===== src/rtl/empaquetador_pixeles_if.sv =====
// rtl/empaquetador_pixeles_if.sv - pixel stream, frame-memory write port and frame control
interface empaquetador_pixeles_if #(
    parameter int ADDR_W = 17
);
    logic              start;
    logic              pix_valid;
    logic [7:0]        pix_data;
    logic              pix_last;
    logic              pix_ready;
    logic              mem_we;
    logic [ADDR_W-1:0] mem_addr;
    logic [31:0]       mem_wdata;
    logic [3:0]        mem_be;
    logic              mem_ready;
    logic              busy;
    logic              done;

    modport master (
        output start, pix_valid, pix_data, pix_last, mem_ready,
        input  pix_ready, mem_we, mem_addr, mem_wdata, mem_be, busy, done
    );

    modport slave (
        input  start, pix_valid, pix_data, pix_last, mem_ready,
        output pix_ready, mem_we, mem_addr, mem_wdata, mem_be, busy, done
    );
endinterface


===== src/rtl/empaquetador_pixeles.sv =====
// rtl/empaquetador_pixeles.sv - packs 8-bit pixels into 32-bit words and writes them to frame memory
module empaquetador_pixeles #(
    parameter int ADDR_W      = 17,
    parameter int BASE_ADDR   = 0,
    parameter int FRAME_WORDS = 19200
) (
    input  logic                 clk,
    input  logic                 reset,
    empaquetador_pixeles_if.slave bus
);
    localparam int                CNT_W     = $clog2(FRAME_WORDS + 1);
    localparam logic [CNT_W-1:0]  LAST_WORD = CNT_W'(FRAME_WORDS - 1);
    localparam logic [ADDR_W-1:0] BASE      = ADDR_W'(BASE_ADDR);

    typedef enum logic [1:0] {IDLE, FILL, WRITE, DONE} state_t;

    state_t           state;
    logic [1:0]       lane_cnt;
    logic [CNT_W-1:0] word_cnt;
    logic             last_flag;

    always_ff @(posedge clk or posedge reset) begin
        if (reset) begin
            state         <= IDLE;
            lane_cnt      <= '0;
            word_cnt      <= '0;
            last_flag     <= 1'b0;
            bus.pix_ready <= 1'b0;
            bus.mem_we    <= 1'b0;
            bus.mem_addr  <= '0;
            bus.mem_wdata <= '0;
            bus.mem_be    <= '0;
            bus.busy      <= 1'b0;
            bus.done      <= 1'b0;
        end else begin
            case (state)
                IDLE: begin
                    if (bus.start) begin
                        state         <= FILL;
                        bus.mem_addr  <= BASE;
                        word_cnt      <= '0;
                        lane_cnt      <= '0;
                        bus.busy      <= 1'b1;
                        bus.pix_ready <= 1'b1;
                    end
                end
                FILL: begin
                    if (bus.pix_valid && bus.pix_ready) begin
                        // Lane 0 is the first pixel: the VGA read path unpacks LSB first.
                        bus.mem_wdata[{lane_cnt, 3'b000} +: 8] <= bus.pix_data;
                        bus.mem_be[lane_cnt]                   <= 1'b1;
                        lane_cnt                               <= lane_cnt + 2'd1;
                        if (lane_cnt == 2'd3 || bus.pix_last) begin
                            state         <= WRITE;
                            bus.mem_we    <= 1'b1;
                            bus.pix_ready <= 1'b0;
                            last_flag     <= bus.pix_last;
                        end
                    end
                end
                WRITE: begin
                    if (bus.mem_ready) begin
                        bus.mem_we    <= 1'b0;
                        bus.mem_wdata <= '0;
                        bus.mem_be    <= '0;
                        lane_cnt      <= '0;
                        bus.mem_addr  <= bus.mem_addr + 1'b1;
                        word_cnt      <= word_cnt + 1'b1;
                        // The frame ends on pix_last or once the last word slot is used.
                        if (last_flag || word_cnt == LAST_WORD) begin
                            state    <= DONE;
                            bus.done <= 1'b1;
                        end else begin
                            state         <= FILL;
                            bus.pix_ready <= 1'b1;
                        end
                    end
                end
                DONE: begin
                    bus.done  <= 1'b0;
                    bus.busy  <= 1'b0;
                    last_flag <= 1'b0;
                    state     <= IDLE;
                end
                default: state <= IDLE;
            endcase
        end
    end
endmodule


===== src/flat_wrapper.sv =====
// flat-port wrapper written by rule: the top's interface ports become plain ports
module empaquetador_pixeles_flat 
#(
    parameter int ADDR_W      = 17,
    parameter int BASE_ADDR   = 0,
    parameter int FRAME_WORDS = 19200
)
  (clk, reset, bus_start, bus_pix_valid, bus_pix_data, bus_pix_last, bus_mem_ready, bus_pix_ready, bus_mem_we, bus_mem_addr, bus_mem_wdata, bus_mem_be, bus_busy, bus_done);
  empaquetador_pixeles_if #(.ADDR_W(ADDR_W)) bus_i ();
  input  logic clk;
  input  logic reset;
  input wire logic [$bits(bus_i.start)-1:0] bus_start;
  input wire logic [$bits(bus_i.pix_valid)-1:0] bus_pix_valid;
  input wire logic [$bits(bus_i.pix_data)-1:0] bus_pix_data;
  input wire logic [$bits(bus_i.pix_last)-1:0] bus_pix_last;
  input wire logic [$bits(bus_i.mem_ready)-1:0] bus_mem_ready;
  output wire logic [$bits(bus_i.pix_ready)-1:0] bus_pix_ready;
  output wire logic [$bits(bus_i.mem_we)-1:0] bus_mem_we;
  output wire logic [$bits(bus_i.mem_addr)-1:0] bus_mem_addr;
  output wire logic [$bits(bus_i.mem_wdata)-1:0] bus_mem_wdata;
  output wire logic [$bits(bus_i.mem_be)-1:0] bus_mem_be;
  output wire logic [$bits(bus_i.busy)-1:0] bus_busy;
  output wire logic [$bits(bus_i.done)-1:0] bus_done;
  assign bus_i.start = bus_start;
  assign bus_i.pix_valid = bus_pix_valid;
  assign bus_i.pix_data = bus_pix_data;
  assign bus_i.pix_last = bus_pix_last;
  assign bus_i.mem_ready = bus_mem_ready;
  assign bus_pix_ready = bus_i.pix_ready;
  assign bus_mem_we = bus_i.mem_we;
  assign bus_mem_addr = bus_i.mem_addr;
  assign bus_mem_wdata = bus_i.mem_wdata;
  assign bus_mem_be = bus_i.mem_be;
  assign bus_busy = bus_i.busy;
  assign bus_done = bus_i.done;
  empaquetador_pixeles #(.ADDR_W(ADDR_W), .BASE_ADDR(BASE_ADDR), .FRAME_WORDS(FRAME_WORDS)) u_core (.clk(clk), .reset(reset), .bus(bus_i));
endmodule

===== config.mk =====
export PLATFORM = sky130hd
export DESIGN_NAME = empaquetador_pixeles_flat
export DESIGN_NICKNAME = d
export VERILOG_FILES = /design/src/rtl/empaquetador_pixeles_if.sv /design/src/rtl/empaquetador_pixeles.sv /design/src/flat_wrapper.sv
export SDC_FILE = /design/constraint.sdc
export NUM_CORES = 1
export LEC_CHECK = 0
export BUFFER_PORTS_ARGS = -buffer_cell sky130_fd_sc_hd__buf_2
export CAP_MARGIN = 20
export CORE_ASPECT_RATIO = 1.4
export CORE_MARGIN = 4
export CORE_UTILIZATION = 49
export DETAILED_ROUTE_END_ITERATION = 6
export GPL_ROUTABILITY_DRIVEN = 0
export PLACE_DENSITY = 0.82
export SETUP_SLACK_MARGIN = 0.02
export SLEW_MARGIN = 20
export SYNTH_ARGS = -nofsm -noshare
export SYNTH_HDL_FRONTEND = slang
export SYNTH_SLANG_ARGS = --single-unit
export TNS_END_PERCENT = 5

===== constraint.sdc =====
create_clock -name clk -period 2.05 [get_ports clk]
set_input_delay 0.1025 -clock clk [delete_from_list [all_inputs] [get_ports clk]]
set_output_delay 0.1025 -clock clk [all_outputs]
set_load 0.005 [all_outputs]

==> results of run 1 <==
## how the worst min path moves through the flow
stage,end,cells after the start
finish,u_core.bus.mem_wdata[24],3
global route,u_core.bus.mem_wdata[27],3
CTS,u_core.bus.mem_wdata[24],3
detailed placement,u_core.bus.mem_addr[13],2
global placement,u_core.bus.mem_addr[13],2
floorplan,u_core.bus.mem_wdata[0],2
## layout make-up
type                       instances  area share, %
clock buffer                      11           3.40
clock inverter                     5           2.89
inverter                           7          0.674
multi-input combinational        249           34.2
sequential                        77           43.2
tap                               95           2.67
timing repair buffer              98           12.9
## logic make-up (layout without fill, tap and decap cells)
| logic type | Yosys count | in the layout |
|---|---|---|
| and+or+nand+nor | 142 | 142 |
| muxes | 5 | 5 |
| adders and majority gates | 7 | 7 |
| xor gates and xnor gates | 13 | 13 |
| AOI/OAI and AO/OA | 82 | 82 |
| DFF | 77 | 77 |
| buffers and inverters | 22 | 121 |
## cell usage after synthesis (all sizes together), types with 4 or more instances
master,n
a22o,18
nor3,7
nor2,21
dfrtp,77
nand4,9
or3,9
nand3,7
nor3b,5
nor4,5
xnor2,10
inv,7
clkbuf,14
nand2b,6
ha,7
and3,4
a21oi,23
mux2i,4
o21ai,28
nand2,52
## state kept, by name, indices dropped and copies added (netlist names), 2 cells and up
| register | count |
|---|---|
| u_core.state | 2 |
| u_core.bus.mem_addr | 17 |
| u_core.bus.mem_wdata | 32 |
| u_core.bus.mem_be | 4 |
| u_core.lane_cnt | 2 |
| u_core.word_cnt | 15 |
## report_power, final
part | internal, mW | leakage, nW | switching [mW]
clock network | 1.00 | 0.140 | 0.546
logic | 0.556 | 1.02 | 0.770
registers | 1.75 | 1.05 | 0.177
total | 3.31 | 2.20 | 1.49
## layer usage
layer | vias up | share of wire [%] | global-route usage (%)
li1 | 1430 | - | -
met1 | 1478 | 39 | 24.9
met4 | 0 | 1.5 | 7.13
met2 | 103 | 52 | 36.6
met3 | 13 | 6.7 | 3.75
met5 | - | 0 | 0
## timing repair
action                     in CTS  in global routing
setup endpoints to repair       1                  4
hold endpoints to repair       27                  0
resized for setup               1                  1
hold buffers                    1                  0
cloned                          0                  0
setup buffers                   0                  0
## critical path, cell delays in order, from the launching register on
cell and delay, ns:
dfrtp_1 0.36, ha_1 0.17, nand3b_1 0.11, or4b_4 0.59, or4_1 0.49, a21oi_1 0.15
## through the flow
stage                     std cells  hold slack, ns
after detailed placement        525           0.214
after global placement          525           0.209
after CTS                       542          0.0147
after global routing            542          0.0227
after floorplan                 348           0.230
final                           542          0.0204
==> summary.md, run 1 <==
| Metric | Value |
|---|---|
| Largest family of logic cells by synthesized area | simple AND/OR/NAND/NOR gates |
| Row count | 36 |
| Largest buffer count on any clock path | 2 |
| Reg-to-Reg Start | u_core.bus.mem_addr[0] |
| Clk Latency, worst-skew pair | ~0.35 ns |
| R2r setup slk | about 0.11 ns |
| Ant. Diodes | 0 |
| Type of origin of the critical path | flop |
| Seq. cell area | about 1900 sq um |
| Worst VDD drop | a little under 0.0006 V |
| PwrDens | around 1100 nW/um^2 |
| PortBufs | 70 |
| Area grow syn2layout | 26.5% |
| Final clock skew | around 0.0086 ns |
| Worst EP arrival | about 2.2 ns |
| Hold WC Path Type | in -> reg |
| Worst Setup End Kind | flop |
| YS warnings | 0 |
| Most frequent cells in the layout | dfrtp_1 (77), buf_2 (70), nand2_1 (52) |
| Initial Util | 50.5% |
| CORE AREA | 6980 sq um |
| Status | completed |
| Period utilization | 94.6% |
| TNS Setup | 0 ns |
| Ys async rst share | 100% |
| Die footprint | between 8000 and 9000 sq um |
| RR Endpoint | u_core.bus.mem_addr[16] |
| Synth Area in Simple Gates | 21.0% |
| CTS root buffer | clkbuf_8 |
| Total gr overflow | 0 |
| Die Width | 79.7 um |
| RSZ-0062 raised after global routing | true |
| Worst slew pin tran | slightly above 0.6 ns |
| Placement Cell Area | around 4200 sq um |
| Area of the multi-input gates | roughly 1500 sq um |
| Share of cells above drive strength 1 | between 20% and 30% |
| Max FO, Critical Path | 8 |
| Syn Std Cell Area | about 3500 sq um |
| DRC viols | 0 |
| Via-per-instance ratio | around 5.6 |
| Seq/Total Area, Yosys | a little over half |
| First-pass GRT wire length | between 10,000 and 15,000 um |
| Post-DP HPWL | 6420 um |
| Slew Viols, Final | 0 |
| Clock sink count | just under 80 |
| Total power | 4.80 mW |
| Height of the die | 108 um |
| Drt first pass iters | 4 |
| Filler cell count in the final layout | between 500 and 600 |
| Dominant cell type by area after synthesis | dfrtp_1 |
| Io pins | 71 |
| Vias | 3,024 |
| Post-detailed-route wirelength per cell | about 16 um |
| Post-synth cell types | 43 |
| Final Core Density | between 60% and 70% |
| Synth Flop Type | dfrtp_1 |
| Setup ws final | around 0.11 ns |
| Number of routed nets with antenna violations | 0 |
| Launch point of the worst path | u_core.bus.mem_addr[0] |
| Vias in the first global route | around 2,900 |
| Syn Nets | approximately 370 |
| Post-layout nets | around 460 |
| Final WL | about 8400 um |
| Worst slack, placed | between 0.015 and 0.02 ns |
| Max-Cap Viols | 0 |
| Normalized max-slew margin | ~59% |
| Max Freq | 516 MHz |
| Share of the synthesized area in the top cell type | roughly 55% |
| Pin count of the biggest net entering global routing | 36 |
| Dominant cells by area after synthesis | dfrtp_1 (55%), nand2_1 (5.5%), a22o_1 (4.5%), a21oi_1 (3.3%), o21ai_1 (3.3%) |
| CP Data Required Time | about 2.3 ns |
| Worst R2R Path Depth | 5 |
| Leading cell type in the layout, fill and taps excluded | dfrtp_1 |
| Initial DRC count | 160 |
| Total Routing Usage GR | 20.6% |
| Setup CP Type | reg -> reg |
| Yosys reg bits | 77 |
| Fin. Hold Viols | 0 |
| Compound-Gate Fraction of Synth Area | 14.8% |
| Fin crit period | 1.94 ns |
| Leakage | around 2.2 nW |
| Adder-cell share of the synthesized area | around 2.5% |
| Xor/xnor cell area share of the yosys netlist | roughly 3.2% |
| Synth Instances | roughly 350 |
| Initial antenna violation count | 0 |
| CTS HTree Levels | 3 |
| Worst setup path endpoint | u_core.bus.mem_addr[16] |
| TritonCTS clock tree | done |
| Post-synthesis mux area share | 1.46% |
| Clock Pin Slew Worst Setup and Hold Paths | 0.08 ns |
| HP Start | bus_pix_data[0] |
| Endpoints failing setup | 0 |
| EDFF count, synth | 0 |
| Num CTS Buffers | 9 |
| Synthesized area per cell | 10.1 sq um |
| Post-route cell area | between 4000 and 5000 sq um |
Note: power is estimated with default switching activity, not from simulation.
==> inputs of run 2 (changes only) <==
--- a/config.mk
+++ b/config.mk
@@ -9,10 +9,10 @@
 export CAP_MARGIN = 20
 export CORE_ASPECT_RATIO = 1.4
 export CORE_MARGIN = 4
-export CORE_UTILIZATION = 49
+export CORE_UTILIZATION = 35
 export DETAILED_ROUTE_END_ITERATION = 6
 export GPL_ROUTABILITY_DRIVEN = 0
-export PLACE_DENSITY = 0.82
+export PLACE_DENSITY = 0.54
 export SETUP_SLACK_MARGIN = 0.02
 export SLEW_MARGIN = 20
 export SYNTH_ARGS = -nofsm -noshare
==> run 2 against run 1 <==
Compared with the run above: sequential power barely moved; worst hold slack improved by 0.026 ns; sequential cell count did not move; final area rose by 2.1%; sequential share of layout area fell by 0.89 points; non-clock buffer count did not move; via count fell by 4.0%; worst setup slack improved by 0.0055 ns; critical path depth did not move; global-route usage fell by 4.8 points.
==> summary.md, run 2 (synthesis results as in run 1) <==
| Metric | Value |
|---|---|
| Drt first pass iters | 4 |
| Setup ws final | around 0.12 ns |
| Most frequent cells in the layout | dfrtp_1 (77), buf_2 (70), nand2_1 (52) |
| Fin. Hold Viols | 0 |
| Worst EP arrival | around 2.2 ns |
| Top Family by Delay on Critical Path | simple AND/OR/NAND/NOR gates |
| R2r setup slk | 0.12 ns |
| Post-route cell area | between 4000 and 5000 sq um |
| Placement Cell Area | between 4000 and 5000 sq um |
| Hold WC Path Type | in -> reg |
| Post-layout nets | between 400 and 500 |
| Clock Pin Slew Worst Setup and Hold Paths | 0.06 ns |
| Max-Cap Viols | 0 |
| RR Endpoint | u_core.bus.mem_addr[16] |
| Number of routed nets with antenna violations | 0 |
| Ant. Diodes | 0 |
| Type of origin of the critical path | flop |
| Worst Setup End Kind | flop |
| Height of the die | approximately 130 um |
| Row count | 43 |
| Postcts setup bufs | 0 |
| Initial antenna violation count | 0 |
| Clk Latency, worst-skew pair | between 0.3 and 0.4 ns |
| Reg-to-Reg Start | u_core.bus.mem_addr[0] |
| CTS HTree Levels | 3 |
| Worst R2R Path Depth | 5 |
| Endpoints failing setup | 0 |
| Largest registers in the final layout | u_core.bus.mem_wdata x32, u_core.bus.mem_addr x17, u_core.word_cnt x15 |
| Status | completed |
| Fin crit period | 1.93 ns |
| Final clock skew | between 0.003 and 0.004 ns |
| First-pass GRT wire length | approximately 15,000 um |
| TNS Setup | 0 ns |
| Pin count of the biggest net entering global routing | 41 |
| Normalized max-slew margin | about two fifths |
| Vias in the first global route | roughly 2,900 |
| PwrDens | 1080 nW/um^2 |
| PortBufs | 70 |
| Leading cell type in the layout, fill and taps excluded | dfrtp_1 |
| Buffers & Inverters on Critical Path | 0 |
| Max FO, Critical Path | 9 |
| Worst Hold End | u_core.bus.mem_wdata[28] |
| Max FFs per register | 32 |
| Share of cells above drive strength 1 | a little over a quarter |
| CP Data Required Time | between 2 and 2.5 ns |
| Via-per-instance ratio | roughly 5.0 |
| RSZ-0062 raised after global routing | false |
| Post-detailed-route wirelength per cell | between 15 and 20 um |
| CP Cell Sequence | ha_1, nand3b_1, or4b_4, or4_1, a21oi_1 |
| Largest buffer count on any clock path | 2 |
| Initial Util | between 30% and 40% |
| CTS root buffer | clkbuf_16 |
| Total Routing Usage GR | between 10% and 20% |
| Num CTS Buffers | 9 |
| Worst slew pin tran | around 0.9 ns |
| Max Freq | between 500 and 600 MHz |
| Worst VDD drop | just under 0.0005 V |
| Period utilization | a little over nine tenths |
| Vias | approximately 2,900 |
| Die footprint | roughly 12,000 sq um |
| Initial DRC count | about 110 |
| Final WL | approximately 8800 um |
| Post-DP HPWL | roughly 6500 um |
| Slew Viols, Final | 0 |
| HP Start | bus_pix_data[4] |
| Io pins | roughly 70 |
| CORE AREA | 9900 sq um |
| Area grow syn2layout | 29.1% |
| Clock sink count | between 70 and 80 |
| CP peak stage delay | 0.60 ns |
| DRC viols | 0 |
| TritonCTS clock tree | done |
| Worst slack, placed | about 0.0027 ns |
| Total power | approximately 5 mW |
| Leakage | 2.22 nW |
| Post-Layout Cell Count | about 580 |
| Setup CP Type | reg -> reg |
| Inst Count DP | 565 |
| Hold path depth | 3 |
| CP max-delay cell | or4b_4 |
| Largest reg by FF count | u_core.bus.mem_wdata |
| Total gr overflow | 0 |
| Die Width | about 93 um |
-- run 2: changes by cell type in the layout (fill, tap and decap cells not counted) --
| cell | previous run | this run |
|---|---|---|
| clkbuf_1 | 0 | 1 |
| bufinv_16 | 4 | 1 |
| clkinvlp_4 | 1 | 2 |
| clkbuf_8 | 11 | 2 |
| clkbuf_16 | 0 | 9 |
| buf_12 | 1 | 2 |
| clkinv_4 | 0 | 1 |
| buf_4 | 26 | 25 |
-- run 2: worst reg2reg max path, stage by stage, from the launching register on --
cell and delay (ns):
dfrtp_1 0.35, ha_1 0.16, nand3b_1 0.11, or4b_4 0.60, or4_1 0.49, a21oi_1 0.15
-- run 2: repair_timing --
action	4_1_cts	5_1_grt
hold buffers	1	0
endpoints found under the setup margin	1	4
endpoints found under the hold margin	37	0
resized for setup	1	1
cloned	0	0
-- run 2: power breakdown --
group | internal [mW] | switching, mW
clock network | 1.02 | 0.625
registers | 1.75 | 0.152
logic | 0.572 | 0.791
total | 3.34 | 1.57
-- run 2: worst max path at each step --
stage	from	end	slack, ns	cells past startpoint
after floorplan	u_core.bus.mem_addr[0]	u_core.bus.mem_addr[16]	0.08	6
after global placement	u_core.state[1]	u_core.bus.mem_addr[16]	0.06	4
after detailed placement	u_core.bus.mem_addr[0]	u_core.bus.mem_addr[16]	0.003	5
after CTS	u_core.state[1]	u_core.bus.mem_addr[11]	0.04	5
after global routing	u_core.bus.mem_addr[1]	u_core.bus.mem_addr[16]	0.02	5
final	u_core.bus.mem_addr[0]	u_core.bus.mem_addr[16]	0.12	5
-- run 2: area by class of cell --
class,count,area (sq um)
Fill cell,982,5350
Tap cell,135,169
Multi-Input combinational cell,249,1530
Clock inverter,4,55.1
Inverter,7,30.0
Sequential cell,77,1930
Timing Repair Buffer,98,588
Clock buffer,12,256
-- run 2: per-stage QoR --
stage | utilization [%] | hold WS, ns
after floorplan | - | 0.230
after CTS | 45.9 | 0.0425
after global routing | 46.0 | 0.0551
final | 46.0 | 0.0463
after detailed placement | 42.7 | 0.346
after global placement | 42.7 | 0.331
-- run 2: routing by layer --
layer	up-vias	GRT usage [%]	part of all wire, %
met3	11	3.97	4.4
met5	-	0	0
met1	1390	19.3	42
li1	1446	-	-
met4	0	5.61	1.4
met2	57	27.0	52
